`src/rtl/regfile_ctrl_pkg.sv`:
```
// Shared constants and types for the register-file writeback control slice.
package regfile_ctrl_pkg;

    localparam int NREG = 32;
    localparam int AW   = 5;
    localparam int DW   = 32;

    typedef enum logic {
        REQ_LD  = 1'b0,
        REQ_ALU = 1'b1
    } req_id_t;

endpackage

```
`src/rtl/wb_scoreboard.sv`:
```
// Per-register busy scoreboard: set on issue, cleared when the register file captures the write.
module wb_scoreboard #(
    parameter int NREG = regfile_ctrl_pkg::NREG,
    parameter int AW   = regfile_ctrl_pkg::AW
) (
    input  logic          clk,
    input  logic          reset,
    input  logic          set_en,
    input  logic [AW-1:0] set_reg,
    input  logic          clr_en,
    input  logic [AW-1:0] clr_reg,
    input  logic [AW-1:0] query_reg1,
    input  logic [AW-1:0] query_reg2,
    output logic          busy1,
    output logic          busy2
);
    import regfile_ctrl_pkg::*;

    logic [NREG-1:0] busy;
    logic [NREG-1:0] busy_next;

    // Clear is applied before set so a same-edge issue keeps the bit high.
    always_comb begin
        busy_next = busy;
        for (int unsigned i = 1; i < NREG; i++) begin
            if (clr_en && clr_reg == AW'(i))
                busy_next[i] = 1'b0;
            if (set_en && set_reg == AW'(i))
                busy_next[i] = 1'b1;
        end
        busy_next[0] = 1'b0;
    end

    always_ff @(posedge clk) begin
        if (reset)
            busy <= '0;
        else
            busy <= busy_next;
    end

    assign busy1 = busy[query_reg1];
    assign busy2 = busy[query_reg2];

endmodule

```
`src/rtl/regfile_wb_arbiter.sv`:
```
// Round-robin arbiter sharing the register-file write port between ALU and load writeback.
module regfile_wb_arbiter #(
    parameter int NREG = regfile_ctrl_pkg::NREG,
    parameter int AW   = regfile_ctrl_pkg::AW,
    parameter int DW   = regfile_ctrl_pkg::DW
) (
    input  logic          clk,
    input  logic          reset,
    input  logic          alu_valid,
    output logic          alu_ready,
    input  logic [AW-1:0] alu_reg,
    input  logic [DW-1:0] alu_data,
    input  logic          ld_valid,
    output logic          ld_ready,
    input  logic [AW-1:0] ld_reg,
    input  logic [DW-1:0] ld_data,
    input  logic          issue_valid,
    input  logic [AW-1:0] issue_reg,
    input  logic [AW-1:0] query_reg1,
    input  logic [AW-1:0] query_reg2,
    output logic          busy1,
    output logic          busy2,
    output logic          reg_write,
    output logic [AW-1:0] write_reg,
    output logic [DW-1:0] write_data
);
    import regfile_ctrl_pkg::*;

    req_id_t       ptr_q, ptr_d;
    logic          xfer;
    logic [AW-1:0] sel_reg;
    logic [DW-1:0] sel_data;
    logic          do_write;

    // ptr_q names the requester that wins the next contention.
    always_comb begin
        alu_ready = 1'b0;
        ld_ready  = 1'b0;
        ptr_d     = ptr_q;
        if (!reset) begin
            if (ld_valid && (!alu_valid || ptr_q == REQ_LD))
                ld_ready = 1'b1;
            else if (alu_valid)
                alu_ready = 1'b1;
        end
        if (ld_ready)
            ptr_d = REQ_ALU;
        else if (alu_ready)
            ptr_d = REQ_LD;
    end

    assign xfer     = ld_ready | alu_ready;
    assign sel_reg  = ld_ready ? ld_reg  : alu_reg;
    assign sel_data = ld_ready ? ld_data : alu_data;
    assign do_write = xfer && (sel_reg != '0);

    always_ff @(posedge clk) begin
        if (reset) begin
            ptr_q      <= REQ_LD;
            reg_write  <= 1'b0;
            write_reg  <= '0;
            write_data <= '0;
        end else begin
            ptr_q     <= ptr_d;
            reg_write <= do_write;
            if (do_write) begin
                write_reg  <= sel_reg;
                write_data <= sel_data;
            end
        end
    end

    wb_scoreboard #(
        .NREG (NREG),
        .AW   (AW)
    ) u_scoreboard (
        .clk        (clk),
        .reset      (reset),
        .set_en     (issue_valid),
        .set_reg    (issue_reg),
        .clr_en     (reg_write),
        .clr_reg    (write_reg),
        .query_reg1 (query_reg1),
        .query_reg2 (query_reg2),
        .busy1      (busy1),
        .busy2      (busy2)
    );

endmodule

```
`config.mk`:
```
export PLATFORM = sky130hd
export DESIGN_NAME = regfile_wb_arbiter
export DESIGN_NICKNAME = d
export VERILOG_FILES = /design/src/rtl/regfile_ctrl_pkg.sv /design/src/rtl/wb_scoreboard.sv /design/src/rtl/regfile_wb_arbiter.sv
export SDC_FILE = /design/constraint.sdc
export NUM_CORES = 1
export LEC_CHECK = 0
export CAP_MARGIN = 0
export CORE_MARGIN = 2
export CORE_UTILIZATION = 46
export CTS_CLUSTER_SIZE = 25
export DETAILED_ROUTE_END_ITERATION = 16
export GPL_TIMING_DRIVEN = 0
export PLACE_DENSITY = 0.81
export SYNTH_ARGS = -nofsm -noshare
export SYNTH_HDL_FRONTEND = slang
export SYNTH_SLANG_ARGS = --single-unit
```
`constraint.sdc`:
```
create_clock -name clk -period 4 [get_ports clk]
set_input_delay 1.2 -clock clk [delete_from_list [all_inputs] [get_ports clk]]
set_output_delay 1.2 -clock clk [all_outputs]
set_load 0.01 [all_outputs]
```
# --- After elaboration in Yosys (flattened, before gate mapping) ---
# Index checks and enable logic that the tools add are counted.
word_totals:
  reg_bits: 71
  output_inout_bits: 42
classes:
  magnitude_cmp: 2
  eq_ne: 62
  n_mux: 75
  n_bitwise: 2
  reduce_logical: 99
op_table:
  columns: ["cell", "count"]
  rows:
  - ["equality test 5 bit, second input constant", 32]
  - ["equality test 5 x 4 -> 1 bit, second input constant", 16]
  - ["2-to-1 mux 1 bit", 71]
  - ["logical AND 1 bit", 64]
  - ["nonzero test 2 bit", 32]
  - ["equality test 5 x 3 -> 1 bit, second input constant", 8]
  - ["2-to-1 mux 32 bit", 1]
  - ["equality test 5 x 2 -> 1 bit, second input constant", 4]
  - ["< comparator 5 x 6 -> 1 bit, second input constant", 2]
  - ["binary-select mux 1 bit (select 5 bit)", 2]
  - ["equality test 5 x 1 -> 1 bit, second input constant", 2]
  - ["2-to-1 mux 5 bit", 1]
  - ["nonzero test 5 bit", 1]
  - ["zero test 1 bit", 1]
  - ["logical OR 1 bit", 1]
  - ["NOT 1 bit", 1]
  - ["OR 1 bit", 1]

# --- Logic depth before layout (Yosys ltp) ---
logic_depth:
  depth_word: 8
  ltp_mapped: 7
  ltp_nobuf: 5

# --- Hierarchy ---
# A second synthesis with hierarchy kept.
unflattened:
  cells_unflattened: 430
  hier_area_um2: 3811.2
modules_own_cells:
  columns: ["module", "instances", "cells_per_inst", "area_each_um2"]
  rows:
  - ["regfile_wb_arbiter", 1, 193, 1964.4]
  - ["wb_scoreboard", 1, 237, 1846.8]

# --- Worst setup path after synthesis ---
# No wires, ideal clock.
synth_timing:
  path_kind: "input port to output port"
  startpoint: "in query_reg1[0]"
  endpoint: "out busy1"
  t_arrival_ps: 2399
  required_time_ps: 2800
  path_slack_ps: 401
  path_stages: 5
  cell_sequence: "clkbuf_1 -> mux4_2 -> nand2b_1 -> o211ai_1 -> nand4_1"
synth_via:
  elab_chain_cells: 2
synth_rtl:
  columns: ["item", "line_no", "source"]
  rows:
  - ["start: declaration", "regfile_wb_arbiter.sv:19", "input logic [AW-1:0] query_reg1,"]
  - ["binary-select mux 1 bit (select 5 bit)", "wb_scoreboard.sv:41", "assign busy1 = busy[query_reg1];"]
  - ["2-to-1 mux 1 bit (not written as such)", "wb_scoreboard.sv:41", null]
  - ["end: declaration", "regfile_wb_arbiter.sv:21", "output logic busy1,"]
# No other way between the ends. The select of a mux whose other input is x is not followed.

# --- Final worst setup path ---
layout_timing:
  startpoint: "in ld_valid"
  endpoint: "out alu_ready"
layout_via:
  elab_chain_cells: 3
layout_rtl:
  columns: ["item", "line_no", "source"]
  rows:
  - ["start: declaration", "regfile_wb_arbiter.sv:13", "input logic ld_valid,"]
  - ["logical AND 1 bit", "regfile_wb_arbiter.sv:41", "if (ld_valid && (!alu_valid || ptr_q == REQ_LD))"]
  - ["2-to-1 mux 1 bit", "regfile_wb_arbiter.sv:41", null]
  - ["2-to-1 mux 1 bit", "regfile_wb_arbiter.sv:40", "if (!reset) begin"]
  - ["end: declaration", "regfile_wb_arbiter.sv:10", "output logic alu_ready,"]
# No other way between the ends.

==> impl_metrics.env <==
export IMPL_yosysWarnings=0
export IMPL_vias=3923
export IMPL_syn_area_sq_um=3870
export IMPL_area_delta_synth_final_pct=45.0
export IMPL_nets=674
export IMPL_grt_pass1_vias=3887
export IMPL_stdcell_area_sq_um=5610
export IMPL_layout_common_cells="clkdlybuf4s50_1 (126), mux2i_1 (79), dfxtp_1 (70), nand2_1 (64), a21oi_1 (39)"
export IMPL_dieArea_sq_um=9170
export IMPL_async_flop_share_pct=0
export IMPL_pre_cts_slack_ps=-622
export IMPL_grt_remaining_overflow=0
export IMPL_cts_made_buffers=9
export IMPL_dp_hpwl_mm=9.07
export IMPL_antenna_cells=0
export IMPL_clockBufferDepth=2
export IMPL_avgViaCountPerCell=5.69
export IMPL_setup_slack_ps=59.5
export IMPL_num_rows=33
export IMPL_io_buffers=131
export IMPL_timing_fmax_mhz=254
export IMPL_drc=0
export IMPL_grt_pass1_wl_mm=18.4
export IMPL_coreArea_sq_um=8180
export IMPL_final_max_slew_viol_count=0
export IMPL_synth_edff_count=0
export IMPL_gp_congestion=0.860
export IMPL_drv_max_cap_violation_count=0
export IMPL_irDropWorstVdd_uv=175
export IMPL_drive_gt1_share_pct=7.69
export IMPL_io_pins=136
export IMPL_min_period_ps=3940
export IMPL_clock_skew_ps=9.73
export IMPL_cellLeakagePower_nw=2.22
export IMPL_cts_root_buf="clkbuf_8"
export IMPL_mostFrequentLayoutCell="clkdlybuf4s50_1"
export IMPL_rsz0062_at_grt="false"
export IMPL_setup_violations_final=0
export IMPL_ctsHtreeMaxLevel=3
export IMPL_seq_area_frac_synth_pct=36.2
export IMPL_ys_flop_type="dfxtp_1"
export IMPL_period_share_pct=98.5
export IMPL_syn_num_nets=531
export IMPL_critPathLaunchType="primary input"
export IMPL_initialDrtViolationCount=220
export IMPL_placed_area_sq_um=5320
export IMPL_hold_class="flop to flop"
export IMPL_clk_insertion_delay_late_ps=360
export IMPL_cp_common_cell="clkdlybuf4s50_1"
export IMPL_ys_seq_elements=70
export IMPL_synth_cell_types=43
export IMPL_wire_per_inst_um=16.7
export IMPL_multi_input_comb_area_sq_um=2330
export IMPL_slowest_delay_ps=680
export IMPL_dieWidth_um=95.8
export IMPL_seqCellArea_sq_um=1400
export IMPL_dr_pass1_iters=5
export IMPL_cts_sinks=70
export IMPL_avgSynthCellArea_sq_um=8.86
export IMPL_syn_inst=437
export IMPL_grt_max_degree=18
export IMPL_start_util_pct=47.4
export IMPL_path_cells="clkdlybuf4s50_1, inv_2, o211a_1, clkdlybuf4s50_1"
export IMPL_slew_headroom_pct=53.1
export IMPL_slowest_stage="clkdlybuf4s50_1"
export IMPL_ctsHoldBuffers=0
export IMPL_worstPathMaxFanout=7
export IMPL_totalWireLength_mm=11.6
export IMPL_cp_arrival_ps=2740
export IMPL_grtUsageTotal_pct=26.2
export IMPL_cts_tree="done"
export IMPL_finalSetupTns_ps=0
export IMPL_ant_nets=0
export IMPL_cp_end_kind="output pin"
export IMPL_status="complete, no violations"
export IMPL_clk_pin_slew_worst_paths_ps=70
export IMPL_grt_antenna_before_repair=0
export IMPL_largest_reg_flops=32
export IMPL_power_density_nw_per_um2=330
export IMPL_fillers=648
export IMPL_die_y_um=95.8
export IMPL_hold_viol_final=0
export IMPL_crit_type="primary input to output pin"
export IMPL_crit_required_ps=2800
export IMPL_worst_pin_slew_ps=703
[worst paths after layout]
kind                       from              to  slack [ps]  depth (start not counted)
hold reg to reg   write_data[9]   write_data[9]         460                          2
setup / recovery       ld_valid       alu_ready          60                          4
hold / removal    write_data[9]   write_data[9]         460                          2
setup reg to reg          ptr_q  write_data[29]        2240                          5
[per-stage QoR]
step	total power, mW	std cells	hold WS (ps)	utilization [%]
2_1_floorplan	0.981	437	458	-
3_3_place_gp	1.21	673	441	65.0
3_5_place_dp	1.22	673	450	65.0
4_1_cts	1.85	690	462	68.2
5_1_grt	1.92	690	469	68.7
6_report	1.85	690	461	68.7
[power breakdown]
part | switching [mW] | internal (mW) | total, mW
combinational | 0.191 | 0.242 | 0.433
sequential | 0.0316 | 0.742 | 0.774
clock | 0.281 | 0.366 | 0.647
[final cells by class]
type / instances / area share (%)
Timing Repair Buffer: 133 / 23.6
Clock buffer: 10 / 2.45
Sequential cell: 70 / 25.0
Buffer: 24 / 3.14
Multi-Input combinational cell: 337 / 41.4
Inverter: 5 / 0.513
Tap cell: 105 / 2.34
Clock inverter: 6 / 1.52
[metal layers]
layer  part of all wire, %  global-route usage [%]  up-vias
met5                     0                       0        -
met2                    52                    47.6      186
met3                   9.3                    8.38       21
li1                      -                       -     1875
met4                   2.0                    11.3        0
met1                    37                    27.6     1841
[critical path, delay by kind of cell]
family	cells	cell delay, ps
compound gates	1	240
buf+inv	3	1300
[repair_timing]
action                                  CTS  global route
cloned                                    0             0
gates resized for setup                  15             9
pin swaps                                 1             0
buffers inserted                          2             0
endpoints found under the setup margin    4             3
[Yosys cell counts, types with 2 or more instances]
cell	instances	share of area [%]
mux2i_1	82	21
dfxtp_1	70	36
nand2_1	64	6.2
a21oi_1	39	5.0
nand3_1	23	3.0
o21ai_0	21	2.7
clkbuf_1	17	1.6
o21ai_1	15	1.9
nand2b_1	12	1.9
nor2_1	12	1.2
nor2b_1	9	1.5
o211ai_1	7	1.4
mux4_2	6	3.5
o2111ai_1	6	1.4
a22oi_1	4	0.78
and2_1	4	0.65
nor3_1	4	0.52
and3_1	3	0.48
buf_12	3	1.6
nand4_1	3	0.48
nand4b_1	3	0.68
a211oi_1	2	0.39
buf_1	2	0.19
buf_6	2	0.58
inv_1	2	0.19
inv_2	2	0.19
nor3b_1	2	0.39
or3_1	2	0.32
or4_1	2	0.39
[logic make-up (layout without fill, tap and decap cells)]
group	after synthesis	in the layout	synth area share [%]
buffers and inverters	30	178	4.72
muxes	89	89	25.0
DFF	70	70	36.2
and+or+nand+nor	149	149	19.2
AOI/OAI and AO/OA	99	99	15.0
Power figures use the tool's default switching activity.
